--- src/rtl/fetch_unit_pkg.sv ---
// Shared constants for the instruction-fetch front end.
// MMU encodings, NOP encoding and fetch FSM state codes.
package fetch_unit_pkg;

  localparam logic [1:0] MMU_WIDTH_WORD = 2'b10;
  localparam logic [31:0] RISCV_NOP = 32'h0000_0013;

  localparam logic [1:0] FETCH_IDLE = 2'd0;
  localparam logic [1:0] FETCH_REQ  = 2'd1;
  localparam logic [1:0] FETCH_DROP = 2'd2;

endpackage

--- src/rtl/fetch_unit_if.sv ---
// Fetch unit bus bundle: MMU read port, redirect and decode handshake.
// master = fetch unit, slave = MMU/pipeline environment.
interface fetch_unit_if #(
  parameter int ADDR_WIDTH = 32
);

  logic                  mmu_mem_ready;
  logic [31:0]           mmu_data_out;
  logic                  mmu_read_enable;
  logic [ADDR_WIDTH-1:0] mmu_address;
  logic [1:0]            mmu_mem_data_width;
  logic                  mmu_mem_signed_read;
  logic                  redirect;
  logic [ADDR_WIDTH-1:0] redirect_pc;
  logic                  instr_valid;
  logic [31:0]           instr;
  logic [ADDR_WIDTH-1:0] instr_pc;
  logic                  instr_ready;

  modport master (
    input  mmu_mem_ready,
    input  mmu_data_out,
    output mmu_read_enable,
    output mmu_address,
    output mmu_mem_data_width,
    output mmu_mem_signed_read,
    input  redirect,
    input  redirect_pc,
    output instr_valid,
    output instr,
    output instr_pc,
    input  instr_ready
  );

  modport slave (
    output mmu_mem_ready,
    output mmu_data_out,
    input  mmu_read_enable,
    input  mmu_address,
    input  mmu_mem_data_width,
    input  mmu_mem_signed_read,
    output redirect,
    output redirect_pc,
    input  instr_valid,
    input  instr,
    input  instr_pc,
    output instr_ready
  );

endinterface

--- src/rtl/fetch_unit_queue.sv ---
// Prefetch queue: synchronous FIFO of {instr, pc} entries.
// Flush wins over push and pop; pointers wrap naturally.
module fetch_unit_queue #(
  parameter int WIDTH = 64,
  parameter int DEPTH = 4,
  localparam int PW = $clog2(DEPTH),
  localparam int CW = PW + 1
) (
  input  logic             clk,
  input  logic             reset_n,
  input  logic             push,
  input  logic [WIDTH-1:0] push_data,
  input  logic             pop,
  input  logic             flush,
  output logic [CW-1:0]    count,
  output logic [WIDTH-1:0] head
);

  logic [WIDTH-1:0] mem [DEPTH];
  logic [PW-1:0]    wr_ptr;
  logic [PW-1:0]    rd_ptr;
  logic             do_push;
  logic             do_pop;

  assign do_push = push && !flush;
  assign do_pop  = pop && !flush && (count != '0);
  assign head    = mem[rd_ptr];

  // Pointer and occupancy bookkeeping.
  always_ff @(posedge clk or negedge reset_n) begin
    if (!reset_n) begin
      wr_ptr <= '0;
      rd_ptr <= '0;
      count  <= '0;
    end else if (flush) begin
      wr_ptr <= '0;
      rd_ptr <= '0;
      count  <= '0;
    end else begin
      if (do_push) wr_ptr <= wr_ptr + PW'(1);
      if (do_pop)  rd_ptr <= rd_ptr + PW'(1);
      if (do_push && !do_pop)
        count <= count + CW'(1);
      else if (do_pop && !do_push)
        count <= count - CW'(1);
    end
  end

  // Entry storage written at the tail.
  always_ff @(posedge clk or negedge reset_n) begin
    if (!reset_n) begin
      for (int i = 0; i < DEPTH; i++)
        mem[i] <= '0;
    end else if (do_push) begin
      mem[wr_ptr] <= push_data;
    end
  end

endmodule

--- src/rtl/fetch_unit.sv ---
// Instruction fetch front end: PC, MMU read FSM and prefetch queue.
// A read is only issued once a queue slot is guaranteed for it.
module fetch_unit
  import fetch_unit_pkg::*;
#(
  parameter int ADDR_WIDTH = 32,
  parameter int FIFO_DEPTH = 4,
  parameter logic [ADDR_WIDTH-1:0] RESET_VECTOR = '0,
  parameter logic [31:0] NOP_INSTR = RISCV_NOP
) (
  input logic          clk,
  input logic          reset_n,
  fetch_unit_if.master bus
);

  localparam int CW = $clog2(FIFO_DEPTH) + 1;
  localparam int QW = 32 + ADDR_WIDTH;
  localparam logic [CW-1:0] DEPTH_C = CW'(FIFO_DEPTH);
  localparam logic [CW-1:0] ONE_C = CW'(1);
  localparam logic [ADDR_WIDTH-1:0] STEP = ADDR_WIDTH'(4);
  localparam logic [ADDR_WIDTH-1:0] ALIGN = ~ADDR_WIDTH'(3);

  logic [1:0]            state;
  logic [1:0]            state_n;
  logic [ADDR_WIDTH-1:0] fetch_pc;
  logic [ADDR_WIDTH-1:0] pc_n;
  logic [ADDR_WIDTH-1:0] addr_q;
  logic [ADDR_WIDTH-1:0] addr_n;
  logic [ADDR_WIDTH-1:0] tgt_pc;
  logic                  re_q;
  logic                  push;
  logic                  pop;
  logic                  valid;
  logic [CW-1:0]         count;
  logic [CW-1:0]         cnt_pop;
  logic [CW-1:0]         cnt_push;
  logic [QW-1:0]         head;

  assign tgt_pc   = bus.redirect_pc & ALIGN;
  assign valid    = count != '0;
  assign pop      = valid && bus.instr_ready;
  assign cnt_pop  = count - (pop ? ONE_C : '0);
  assign cnt_push = cnt_pop + ONE_C;

  fetch_unit_queue #(
    .WIDTH (QW),
    .DEPTH (FIFO_DEPTH)
  ) u_queue (
    .clk       (clk),
    .reset_n   (reset_n),
    .push      (push),
    .push_data ({bus.mmu_data_out, fetch_pc}),
    .pop       (pop),
    .flush     (bus.redirect),
    .count     (count),
    .head      (head)
  );

  // Next state, next PC and push decision for the read FSM.
  always_comb begin
    state_n = state;
    pc_n    = fetch_pc;
    push    = 1'b0;
    unique case (1'b1)
      state == FETCH_IDLE: begin
        if (bus.redirect)
          pc_n = tgt_pc;
        else if (cnt_pop < DEPTH_C)
          state_n = FETCH_REQ;
      end
      state == FETCH_REQ: begin
        if (bus.redirect) begin
          pc_n    = tgt_pc;
          state_n = bus.mmu_mem_ready ? FETCH_REQ
                                      : FETCH_DROP;
        end else if (bus.mmu_mem_ready) begin
          push    = 1'b1;
          pc_n    = fetch_pc + STEP;
          state_n = (cnt_push < DEPTH_C) ? FETCH_REQ
                                         : FETCH_IDLE;
        end
      end
      state == FETCH_DROP: begin
        if (bus.redirect)
          pc_n = tgt_pc;
        if (bus.mmu_mem_ready)
          state_n = FETCH_IDLE;
      end
      default: state_n = FETCH_IDLE;
    endcase
  end

  // A squashed read keeps its address until the MMU completes it.
  assign addr_n = (state_n == FETCH_DROP) ? addr_q : pc_n;

  // FSM, PC and registered MMU request outputs.
  always_ff @(posedge clk or negedge reset_n) begin
    if (!reset_n) begin
      state    <= FETCH_IDLE;
      fetch_pc <= RESET_VECTOR;
      addr_q   <= RESET_VECTOR;
      re_q     <= 1'b0;
    end else begin
      state    <= state_n;
      fetch_pc <= pc_n;
      addr_q   <= addr_n;
      re_q     <= state_n != FETCH_IDLE;
    end
  end

  assign bus.mmu_read_enable     = re_q;
  assign bus.mmu_address         = addr_q;
  assign bus.mmu_mem_data_width  = MMU_WIDTH_WORD;
  assign bus.mmu_mem_signed_read = 1'b0;

  assign bus.instr_valid = valid;
  assign bus.instr    = valid ? head[QW-1:ADDR_WIDTH]
                              : NOP_INSTR;
  assign bus.instr_pc = valid ? head[ADDR_WIDTH-1:0]
                              : '0;

endmodule
--- src/flat_wrapper.sv ---
// flat-port wrapper written by rule: the top's interface ports become plain ports
module fetch_unit_flat import fetch_unit_pkg::*;
#(
  parameter int ADDR_WIDTH = 32,
  parameter int FIFO_DEPTH = 4,
  parameter logic [ADDR_WIDTH-1:0] RESET_VECTOR = '0,
  parameter logic [31:0] NOP_INSTR = RISCV_NOP
)
  (clk, reset_n, bus_mmu_mem_ready, bus_mmu_data_out, bus_mmu_read_enable, bus_mmu_address, bus_mmu_mem_data_width, bus_mmu_mem_signed_read, bus_redirect, bus_redirect_pc, bus_instr_valid, bus_instr, bus_instr_pc, bus_instr_ready);
  fetch_unit_if #(.ADDR_WIDTH(ADDR_WIDTH)) bus_i ();
  input logic clk;
  input logic reset_n;
  input wire logic [$bits(bus_i.mmu_mem_ready)-1:0] bus_mmu_mem_ready;
  input wire logic [$bits(bus_i.mmu_data_out)-1:0] bus_mmu_data_out;
  output wire logic [$bits(bus_i.mmu_read_enable)-1:0] bus_mmu_read_enable;
  output wire logic [$bits(bus_i.mmu_address)-1:0] bus_mmu_address;
  output wire logic [$bits(bus_i.mmu_mem_data_width)-1:0] bus_mmu_mem_data_width;
  output wire logic [$bits(bus_i.mmu_mem_signed_read)-1:0] bus_mmu_mem_signed_read;
  input wire logic [$bits(bus_i.redirect)-1:0] bus_redirect;
  input wire logic [$bits(bus_i.redirect_pc)-1:0] bus_redirect_pc;
  output wire logic [$bits(bus_i.instr_valid)-1:0] bus_instr_valid;
  output wire logic [$bits(bus_i.instr)-1:0] bus_instr;
  output wire logic [$bits(bus_i.instr_pc)-1:0] bus_instr_pc;
  input wire logic [$bits(bus_i.instr_ready)-1:0] bus_instr_ready;
  assign bus_i.mmu_mem_ready = bus_mmu_mem_ready;
  assign bus_i.mmu_data_out = bus_mmu_data_out;
  assign bus_mmu_read_enable = bus_i.mmu_read_enable;
  assign bus_mmu_address = bus_i.mmu_address;
  assign bus_mmu_mem_data_width = bus_i.mmu_mem_data_width;
  assign bus_mmu_mem_signed_read = bus_i.mmu_mem_signed_read;
  assign bus_i.redirect = bus_redirect;
  assign bus_i.redirect_pc = bus_redirect_pc;
  assign bus_instr_valid = bus_i.instr_valid;
  assign bus_instr = bus_i.instr;
  assign bus_instr_pc = bus_i.instr_pc;
  assign bus_i.instr_ready = bus_instr_ready;
  fetch_unit #(.ADDR_WIDTH(ADDR_WIDTH), .FIFO_DEPTH(FIFO_DEPTH), .RESET_VECTOR(RESET_VECTOR), .NOP_INSTR(NOP_INSTR)) u_core (.clk(clk), .reset_n(reset_n), .bus(bus_i));
endmodule
--- config.mk ---
export PLATFORM = sky130hd
export DESIGN_NAME = fetch_unit_flat
export DESIGN_NICKNAME = d
export VERILOG_FILES = /design/src/rtl/fetch_unit_pkg.sv /design/src/rtl/fetch_unit_if.sv /design/src/rtl/fetch_unit_queue.sv /design/src/rtl/fetch_unit.sv /design/src/flat_wrapper.sv
export SDC_FILE = /design/constraint.sdc
export NUM_CORES = 1
export LEC_CHECK = 0
export ABC_AREA = 1
export CORE_UTILIZATION = 61
export CTS_CLUSTER_SIZE = 12
export DETAILED_ROUTE_END_ITERATION = 16
export PLACE_DENSITY = 0.94
export SKIP_CTS_REPAIR_TIMING = 1
export SLEW_MARGIN = 20
export SYNTH_ARGS = -nofsm -noshare
export SYNTH_HDL_FRONTEND = slang
export SYNTH_HIERARCHICAL = 1
export SYNTH_SLANG_ARGS = --single-unit
--- constraint.sdc ---
create_clock -name clk -period 7.7 [get_ports clk]
set_clock_uncertainty 0.05 [all_clocks]
set_input_delay 1.155 -clock clk [delete_from_list [all_inputs] [get_ports clk]]
set_output_delay 1.155 -clock clk [all_outputs]
set_load 0.1 [all_outputs]
==> results by group <==
Critical path
  • Type of element launching the critical path: register
  • Startpoint of the lowest-slack register-to-register path: u_core/state[0]
  • CP Launch Point: u_core/u_queue/rd_ptr[0]
  • Reg-to-reg endpoint: u_core/u_queue/mem[243]
  • Reg-to-reg setup timing slack: 4410 ps
  • Element type at the critical path end: output pin
  • Type of the setup path with the least slack: reg2out
  • Length in cells of the worst reg-to-reg path: 8
  • Critical Path End: bus_instr_pc[19]
  • Worst endpoint required time: 6490 ps
  • Maximum fanout along the worst path: 104
  • Endpoint arrival time on the critical path: 4030 ps

Clocking
  • CTS clk-pin slew, worst paths: 60 ps
  • Root Buffer Master: sky130_fd_sc_hd__clkbuf_16
  • Inserted Clock Buffers: 35
  • Maximum root-to-sink buffer count: 3
  • Clock tree from TritonCTS: built
  • CTS H-tree lvls: 2
  • Clock Latency Late Sink: just over 500 ps
  • Number of sinks on the clock net: 330

Drt
  • Number of DRC violations after detailed-routing iteration 0: 1586
  • Ratio of routed vias to standard cells: 5.91
  • Total DRC errors in the routed layout: 0
  • WL/cell: 16.9 um
  • Post-DRT Antenna Nets: 0
  • Via count: 14526
  • Wirelength, routed: 41600 um
  • Number of detailed-routing iterations run before antenna repair: 6

Status
  • Result of the run: finished clean

Logic synthesis
  • Count of flip-flops with a built-in enable after synthesis: 0
  • Library cells used by synthesis: 40
  • Mean post-synth cell area: 7.85 um2
  • Dominant synthesized flop cell: sky130_fd_sc_hd__dfrtp_1
  • Part of the Yosys area used for sequential elements: 0.520
  • Netlist Area Pre-Place: 15900 um2
  • Synth warnings: 6
  • Async S/R FF share, synth: 1.00
  • Instance count of the mapped netlist: 2024
  • Number of storage elements in the synthesis netlist: 330

Global route
  • Antenna violations before repair: 0
  • Maximum number of pins on one net before global-route repair: 166
  • Number of global-route vias before repair: between 10000 and 15000
  • Total gr overflow: 0
  • Overall track demand over capacity in global routing: 0.317
  • Global-route wire length before repair: ~68000 um

Placed design
  • HPWL after detailed placement: around 25000 um
  • Routability-driven placement congestion ratio: 0.910
  • Number of buffers added on ports: ~160
  • Inst Count DP: roughly 2400

Finish
  • Top library cells by usage in the layout, fill and taps aside: sky130_fd_sc_hd__nand2_1 (455), sky130_fd_sc_hd__o21ai_0 (415), sky130_fd_sc_hd__dfrtp_1 (328)
  • Filler cell count in the final layout: 1818
  • Area growth from synthesis to layout: 16.8%
  • Layout cell share with drive strength beyond 1: 0.0488
  • Nets@finish: 2190
  • Antenna Diode Count: 0
  • Most common cell after layout, fill and taps aside: sky130_fd_sc_hd__nand2_1
  • Post-Layout Cell Count: 2459

Flow run
  • Max-Cap Viols: 0

STA
  • Setup TNS: 0 ps
  • Post-route clock period utilization: 0.680
  • Max frequency: 191 MHz
  • Final worst path period need: 5230 ps
  • Number of failing setup endpoints in the final timing report: 0
  • Max_slew headroom: 0.276
  • Transition time at the pin with the least slew margin: ~1100 ps
  • Pins Over Slew Limit: 0
  • Fin. Hold Viols: 0
  • Unrepaired setup endpoints after global routing: false

Floorplanning
  • Core Footprint: 25300 um2
  • I/O pins: 170
  • Die Y: 163 um
  • Number of standard-cell rows in the floorplan: 58
  • Die Width: 163 um
  • Floorplan die area: ~27000 um2
  • Initial standard-cell utilization of the core: 0.627

Hold path
  • Path type of the worst min-delay path: reg2reg
routing by layer:
layer	share of wire	routed length, um	vias to the layer above	global-route usage
met1	0.40	16700	6903	0.418
met2	0.49	20200	821	0.530
met5	0	0	-	0
met3	0.088	3650	106	0.0488
li1	-	-	6696	-
met4	0.026	1070	0	0.118
sequential cells by signal, summed over array words and instances (netlist names):
name	flops
u_core/fetch_pc	32
u_core/u_queue/count	3
u_core/u_queue/wr_ptr	2
u_core/state	2
u_core/bus.mmu_read_enable	1
u_core/u_queue/rd_ptr	2
u_core/u_queue/mem	256
u_core/bus.mmu_address	32
worst max-delay path, cell delays in order, from the launching register on:
cell                              delay (ps)
sky130_fd_sc_hd__dfrtp_4                 610
sky130_fd_sc_hd__buf_4                   880
sky130_fd_sc_hd__o21ai_0                 260
sky130_fd_sc_hd__o22ai_1                 210
sky130_fd_sc_hd__inv_1                    50
sky130_fd_sc_hd__nor2_1                  230
sky130_fd_sc_hd__clkdlybuf4s50_1        1200
through the flow:
stage | hold slack (ps) | area [um2] | setup WS (ps) | utilization
after floorplan | 398 | 15900 | 4050 | -
after global placement | 410 | 17500 | 3200 | 0.692
after detailed placement | 414 | 17500 | 3120 | 0.692
after CTS | 432 | 18500 | 2580 | 0.732
after global routing | 443 | 18500 | 2350 | 0.732
final | 427 | 18500 | 2470 | 0.732
worst min-delay path by stage:
stage,startpoint,end,cells after the start
2_1_floorplan,u_core/u_queue/mem[100],u_core/u_queue/mem[100],2
5_1_grt,u_core/u_queue/mem[113],u_core/u_queue/mem[113],2
3_3_place_gp,u_core/u_queue/mem[67],u_core/u_queue/mem[67],2
3_5_place_dp,u_core/bus.mmu_address[29],u_core/bus.mmu_address[29],2
6_report,u_core/bus.mmu_address[3],u_core/bus.mmu_address[3],2
4_1_cts,u_core/u_queue/mem[112],u_core/u_queue/mem[112],2
layout make-up:
class	count	area, um2	area share
clock inverters	5	53.8	0.00290
repair buffers	181	1790	0.0963
well taps	330	413	0.0223
clock buffers	48	975	0.0526
flip-flops and latches	330	8260	0.446
inverters	208	782	0.0422
multi-input cells	1357	6270	0.338
logic make-up (layout without fill, tap and decap cells):
family          count (synthesis)  in the layout  share of synthesized area
simple gates                  810            810                      0.205
compound gates                533            533                      0.179
buf+inv                       338            442                     0.0879
flops                         330            330                      0.520
fa+ha+maj                       8              8                    0.00678
xor+xnor                        3              3                    0.00166
other cells                     2              3                   0.000473
synth_stat cells (3+ instances only):
| library cell | instances | area share |
|---|---|---|
| sky130_fd_sc_hd__o22ai_1 | 80 | 0.032 |
| sky130_fd_sc_hd__o21ai_1 | 5 | 0.0016 |
| sky130_fd_sc_hd__clkbuf_1 | 43 | 0.010 |
| sky130_fd_sc_hd__nand3_1 | 45 | 0.014 |
| sky130_fd_sc_hd__nand4_1 | 5 | 0.0020 |
| sky130_fd_sc_hd__buf_2 | 52 | 0.016 |
| sky130_fd_sc_hd__o211ai_1 | 5 | 0.0024 |
| sky130_fd_sc_hd__o21ai_0 | 415 | 0.13 |
| sky130_fd_sc_hd__ha_1 | 7 | 0.0055 |
| sky130_fd_sc_hd__nor3_1 | 7 | 0.0022 |
| sky130_fd_sc_hd__clkbuf_2 | 25 | 0.0079 |
| sky130_fd_sc_hd__nand2_2 | 4 | 0.0016 |
| sky130_fd_sc_hd__nor2_2 | 5 | 0.0020 |
| sky130_fd_sc_hd__inv_2 | 5 | 0.0012 |
| sky130_fd_sc_hd__nor2_4 | 3 | 0.0021 |
| sky130_fd_sc_hd__nand2_1 | 459 | 0.11 |
| sky130_fd_sc_hd__xnor2_1 | 3 | 0.0017 |
| sky130_fd_sc_hd__a31oi_1 | 3 | 0.0012 |
| sky130_fd_sc_hd__buf_4 | 8 | 0.0038 |
| sky130_fd_sc_hd__or2_2 | 9 | 0.0035 |
| sky130_fd_sc_hd__dfrtp_1 | 330 | 0.52 |
| sky130_fd_sc_hd__nor2_1 | 264 | 0.062 |
| sky130_fd_sc_hd__a21oi_1 | 9 | 0.0028 |
| sky130_fd_sc_hd__o32ai_1 | 7 | 0.0039 |
| sky130_fd_sc_hd__inv_1 | 203 | 0.048 |
Power is left out: the tool's default activity adds up to more than one toggle a clock period on the data nets, which glitch-free logic cannot reach.
